### src/rtl/fx_pc_sequencer.sv
`default_nettype none
// ---------------------------------------------------------------------------
// fx_pc_sequencer : GSU fetch-path PC with delayed branch/LOOP, loop counter,
// LINK generation; optional return stack under FX_PC_STACK_EN. Rev 1.0
// ---------------------------------------------------------------------------
module fx_pc_sequencer #(
  parameter int ADDR_W      = 16,
  parameter int LOOP_W      = 16,
  parameter int STACK_DEPTH = 4
) (
  input  logic              clk,
  input  logic              reset_n,
  input  logic              cchld,
  input  logic              pcen,
  input  logic              load_en,
  input  logic [ADDR_W-1:0] load_data,
  input  logic              loop_en,
  input  logic [ADDR_W-1:0] loop_target,
  input  logic              loop_cnt_wr,
  input  logic [LOOP_W-1:0] loop_cnt_data,
  input  logic              branch_en,
  input  logic              branch_cond,
  input  logic [7:0]        branch_off,
  input  logic              link_en,
  input  logic [2:0]        link_n,
  input  logic              call_en,
  input  logic              ret_en,
  output logic [ADDR_W-1:0] pc,
  output logic [LOOP_W-1:0] loop_cnt,
  output logic              loop_zero,
  output logic [ADDR_W-1:0] link_addr,
  output logic              redirect_pending,
  output logic              seq_err
);

  typedef enum logic [0:0] {IDLE = 1'b0, PENDING = 1'b1} state_t;

  state_t            r_state;
  logic [ADDR_W-1:0] r_pend_target;
  logic [ADDR_W-1:0] w_pc_inc;
  logic [ADDR_W-1:0] w_branch_target;
  logic [LOOP_W-1:0] w_loop_dec;
  logic              w_load;
  logic              w_kill;
  logic              w_link_bad;
  logic              w_err;

  assign w_pc_inc        = pc + ADDR_W'(1);
  assign w_branch_target = pc + {{(ADDR_W-8){branch_off[7]}}, branch_off};
  assign w_loop_dec      = loop_cnt - LOOP_W'(1);
  assign w_load          = load_en | call_en;
  assign w_link_bad      = (link_n == 3'd0) || (link_n > 3'd4);
  assign loop_zero        = (loop_cnt == '0);
  assign redirect_pending = (r_state == PENDING);

`ifdef FX_PC_STACK_EN
  localparam int DW = $clog2(STACK_DEPTH + 1);
  logic [ADDR_W-1:0] r_stack [STACK_DEPTH];
  logic [DW-1:0]     r_depth;
  logic              w_pop;
  logic              w_pop_empty;

  assign w_pop       = ret_en & ~w_load;
  assign w_pop_empty = w_pop && (r_depth == '0);
  assign w_kill      = w_load | w_pop;
`else
  logic [1:0] w_unused_stack;
  assign w_unused_stack = {ret_en, (STACK_DEPTH > 0)};
  assign w_kill         = w_load;
`endif

  always_comb begin
    w_err = 1'b0;
    if (r_state == PENDING && (branch_en || loop_en)) w_err = 1'b1;
    if (r_state == IDLE && branch_en && loop_en)      w_err = 1'b1;
    if (link_en && w_link_bad)                        w_err = 1'b1;
`ifdef FX_PC_STACK_EN
    if (w_pop_empty)                                  w_err = 1'b1;
`endif
  end

  always_ff @(posedge clk or negedge reset_n) begin
    if (!reset_n) begin
      pc            <= '0;
      loop_cnt      <= '0;
      link_addr     <= '0;
      r_state       <= IDLE;
      r_pend_target <= '0;
      seq_err       <= 1'b0;
`ifdef FX_PC_STACK_EN
      r_depth <= '0;
      for (int i = 0; i < STACK_DEPTH; i++) r_stack[i] <= '0;
`endif
    end else if (!cchld) begin
      if (w_load) begin
        pc      <= load_data;
        r_state <= IDLE;
`ifdef FX_PC_STACK_EN
      end else if (w_pop) begin
        pc      <= w_pop_empty ? '0 : r_stack[0];
        r_state <= IDLE;
`endif
      end else if (r_state == PENDING && pcen) begin
        pc      <= r_pend_target;
        r_state <= IDLE;
      end else if (pcen) begin
        pc <= w_pc_inc;
      end

      // New redirects arm only from IDLE and never against a jump/return.
      if (r_state == IDLE && !w_kill) begin
        if (loop_en) begin
          if (!loop_cnt_wr && w_loop_dec != '0) begin
            r_pend_target <= loop_target;
            r_state       <= PENDING;
          end
        end else if (branch_en && branch_cond) begin
          r_pend_target <= w_branch_target;
          r_state       <= PENDING;
        end
      end

      if (loop_cnt_wr)                     loop_cnt <= loop_cnt_data;
      else if (loop_en && r_state == IDLE) loop_cnt <= w_loop_dec;

      if (link_en) link_addr <= pc + ADDR_W'(link_n);
      if (w_err)   seq_err   <= 1'b1;

`ifdef FX_PC_STACK_EN
      // Push shifts toward the bottom so a full stack drops its oldest entry.
      if (call_en) begin
        for (int i = STACK_DEPTH - 1; i > 0; i--) r_stack[i] <= r_stack[i-1];
        r_stack[0] <= w_pc_inc;
        if (r_depth != DW'(STACK_DEPTH)) r_depth <= r_depth + DW'(1);
      end else if (w_pop && !w_pop_empty) begin
        for (int i = 0; i < STACK_DEPTH - 1; i++) r_stack[i] <= r_stack[i+1];
        r_depth <= r_depth - DW'(1);
      end
`endif
    end
  end

endmodule
`default_nettype wire

### config.mk
export PLATFORM = sky130hd
export DESIGN_NAME = fx_pc_sequencer
export DESIGN_NICKNAME = d
export VERILOG_FILES = /design/src/rtl/fx_pc_sequencer.sv
export SDC_FILE = /design/constraint.sdc
export NUM_CORES = 1
export LEC_CHECK = 0
export CORE_MARGIN = 2
export CORE_UTILIZATION = 45
export CTS_CLUSTER_SIZE = 24
export DETAILED_ROUTE_END_ITERATION = 7
export HOLD_SLACK_MARGIN = 0.12
export PLACE_DENSITY = 0.86
export SYNTH_ARGS = -nofsm -noshare
export SYNTH_HDL_FRONTEND = slang
export SYNTH_SLANG_ARGS = --single-unit
### constraint.sdc
create_clock -name clk -period 2.2 [get_ports clk]
set_input_delay 0.22 -clock clk [delete_from_list [all_inputs] [get_ports clk]]
set_output_delay 0.22 -clock clk [all_outputs]
set_load 0.05 [all_outputs]
==> summary.txt <==
sequential fraction of the synthesis area: 0.3595
clk_skew: 0.01595 ns
multiplexer share of the synthesized area: 0.02124
capture instance of the worst register-to-register path: r_pend_target[11]
shortest period the worst path allows: 2.320 ns
areal power density over the cells: 781.6 nW/um^2
remaining global-route overflow: 0
R2R depth: 7
cell at the root of the clock tree: sky130_fd_sc_hd__clkbuf_8
Layout Cells excl Fill: 895
CP Launch Point: loop_cnt[11]
die outline area: 11030 um^2
CTS tree: done
ordered list of cells on the worst path: or4_4 > nor3b_2 > o2111ai_2 > o31ai_4 > nand2_4 > buf_4 > o21a_1
core area: 9864 um^2
worst hold path type: primary input to flop
synthesized-area fraction occupied by adder cells: 0.06808
detailed-route vias per instance: 5.712
max_slew headroom: 0.5521
most frequent cells in the layout: 118 x sky130_fd_sc_hd__clkdlybuf4s50_1, 87 x sky130_fd_sc_hd__buf_4, 68 x sky130_fd_sc_hd__o21ai_0
largest driver fanout on the critical path: 7
f_max: 0.4310 GHz
share of the synthesized area in compound gates (AO/OA/AOI/OAI): 0.2328
Area Overhead vs Synth: 54.47%
pin count of the biggest net entering global routing: 46
count of distinct cell types in the synthesized netlist: 53
most common library cell in the layout ignoring fill and taps: sky130_fd_sc_hd__clkdlybuf4s50_1
Critical Path Slowest Stage Cell: sky130_fd_sc_hd__or4_4
kind of cell adding the most delay to the critical path: simple AND/OR/NAND/NOR gates
post-route worst setup slack: -0.1200 ns
Synthesized Nets: 660
HPWL Detailed: 11.08 mm
WHS Path Cells: 3
GP Congestion: 0.9679
final hold violation count: 0
synthesis-stage register bit count: 66
endpoint with the worst hold slack: loop_cnt[0]
Slew Viols, Final: 0
minimum setup slack among reg-to-reg paths: -0.12 ns
combined global-route utilization of all metal layers: 0.2776
violated checks: setup timing
reg-to-reg startpoint: loop_cnt[11]
share of final-layout standard cells stronger than drive strength 1: 0.2415
Worst Tran Pin Value: 0.6718 ns
DRC errors left: 0
IO Count: 122
largest area contributor in the netlist: sky130_fd_sc_hd__dfrtp_1
clock latency of the later-clocked register in the worst-skew pair: 0.36 ns
most frequently used flop master after synthesis: sky130_fd_sc_hd__dfrtp_1
detailed-router iteration count before antenna repair: 6
endpoint arrival time on the critical path: 2.57 ns
Antenna Violating Nets Remaining: 0
biggest area contributors in the synthesized netlist: sky130_fd_sc_hd__dfrtp_1 36%, sky130_fd_sc_hd__o21ai_0 8.0%, sky130_fd_sc_hd__a21oi_1 5.8%
critical path startpoint category: flop
number of filler cells placed in the layout: 713
height of the die: 105.0 um
starting density of the core: 0.4658
DP Cell Count: 867
start point of the worst hold path: loop_cnt_data[0]
CTS Sinks: 66
iteration-0 DRC count of the detailed router: 232
# setup viols final: 17
number of instances in the synthesized netlist: 566
XOR/XNOR Fraction of Synth Area: 0.07053
dominant combinational cell family by area after synthesis: compound AO/OA/AOI/OAI gates
number of maximum-capacitance violations: 0
Buffers on Ports: 120
number of warnings issued by yosys: 0
total vias in the final route: 5112
mapped cell area: 4594 um^2
clock slew at the register clock pins of the worst setup and hold paths: 0.08 ns
area fraction in and, or, nand and nor cells after synthesis: 0.2015
Post-Layout Inst Area: 7097 um^2
global-route wire length before repair: 24.34 mm
Critical Path Sink Type: flop
fraction of post-synthesis cell area in the top cell type by area: 0.3595
outcome: finished, violations left
width of the chip: 105.0 um
leakage dissipation: 2.897 nW
FFs w/ async S/R, synth: 1.000
antenna violations before repair: 0
instance area at placement: 6588 um^2
share of the cycle needed by the critical path after routing: 1.055
setup TNS: -1.275 ns
worst voltage drop across the vdd grid: 0.0006026 V
start-to-end type of the worst setup path: flop to flop
cell row count: 36
CP max stage delay: 0.56 ns
number of diodes: 0
setup repair after global routing missed its margin: yes
vias in the first global route: 5112
multi-input logic area: 3042 um^2
H-tree depth reported by CTS: 3
Buf/Inv on CP: 1
Avg Cell Area, Syn: 8.117 um^2
Avg WL per Cell: 17.05 um
aggregate routed wire length: 15.26 mm
Num CTS Buffers: 9
maximum root-to-sink buffer count: 2
number of enable flip-flop cells after synthesis: 0
critical path required time: 2.45 ns
area of all sequential standard cells: 1670 um^2
nets: 851
[flip-flops by register name (all words and copies together), names as in the netlist]
| register | count |
|---|---|
| loop_cnt | 16 |
| pc | 16 |
| seq_err | 1 |
| r_pend_target | 16 |
| link_addr | 16 |
| redirect_pending | 1 |
[repair_timing]
item | in CTS | in global routing
endpoints found under the hold margin | 27 | 0
cloned | 1 | 0
setup endpoints to repair | 20 | 22
pin swaps | 13 | 9
resized for setup | 27 | 26
hold buffers | 1 | 0
buffers inserted | 6 | 4
[cells by family after synthesis]
group                      count (synthesis)
and+or+nand+nor                          196
buffers and inverters                     52
adders and majority gates                 24
xor gates and xnor gates                  37
AOI/OAI and AO/OA                        182
DFF                                       66
muxes                                      9
[final cells by class]
type / instances / share of cell area
Multi-Input combinational cell: 449 / 0.4286
Timing Repair Buffer: 216 / 0.2773
Sequential cell: 66 / 0.2354
Tap cell: 133 / 0.02345
Clock buffer: 9 / 0.01745
Clock inverter: 7 / 0.009873
Inverter: 15 / 0.007934
[Yosys cell counts, drive strengths merged (12+ instances only)]
master,instances
nor2,64
clkbuf,32
xor2,14
dfrtp,66
ha,21
nand3,12
xnor2,23
o21ai,73
a21oi,53
a211oi,13
inv,15
nor3,20
nand2,57
[metrics by stage]
| step | setup WS [ns] | utilization | hold slack, ns | power [mW] |
|---|---|---|---|---|
| CTS | -0.08121 | 0.7055 | 0.4043 | 5.439 |
| global placement | -0.3136 | 0.6678 | 0.2795 | 4.231 |
| detailed placement | -0.4130 | 0.6678 | 0.2864 | 4.308 |
| global route | -0.2008 | 0.7194 | 0.4314 | 5.831 |
| finish | -0.1200 | 0.7194 | 0.4128 | 5.547 |
| floorplan | -0.1921 | - | -0.07559 | 3.222 |
[worst max-delay path by stage]
| stage | endpoint | slack (ns) | depth (start not counted) |
|---|---|---|---|
| floorplan | r_pend_target[12] | -0.19 | 8 |
| global placement | r_pend_target[15] | -0.31 | 9 |
| detailed placement | r_pend_target[15] | -0.41 | 9 |
| CTS | r_pend_target[11] | -0.08 | 7 |
| global route | r_pend_target[13] | -0.20 | 8 |
| finish | r_pend_target[11] | -0.12 | 7 |
[power by group]
part	leakage (nW)	switching [mW]	total (mW)	internal, mW
Combinational	2.02	1.56	2.76	1.20
Sequential	0.786	0.281	1.76	1.48
Clock	0.0873	0.506	1.02	0.518
Total	2.90	2.35	5.55	3.20
[tightest hold or removal path, stage by stage]
cell and delay [ns]:
sky130_fd_sc_hd__clkdlybuf4s50_1 0.40, sky130_fd_sc_hd__nand3_1 0.08, sky130_fd_sc_hd__nand2_1 0.05
[metal layers]
metal	wire, um	global-route usage	vias up
met1	5633	0.3163	2391
li1	-	-	2400
met5	0	0	-
met4	536	0.1181	0
met3	1400	0.07735	48
met2	7689	0.4856	273
Power figures use the tool's default switching activity.
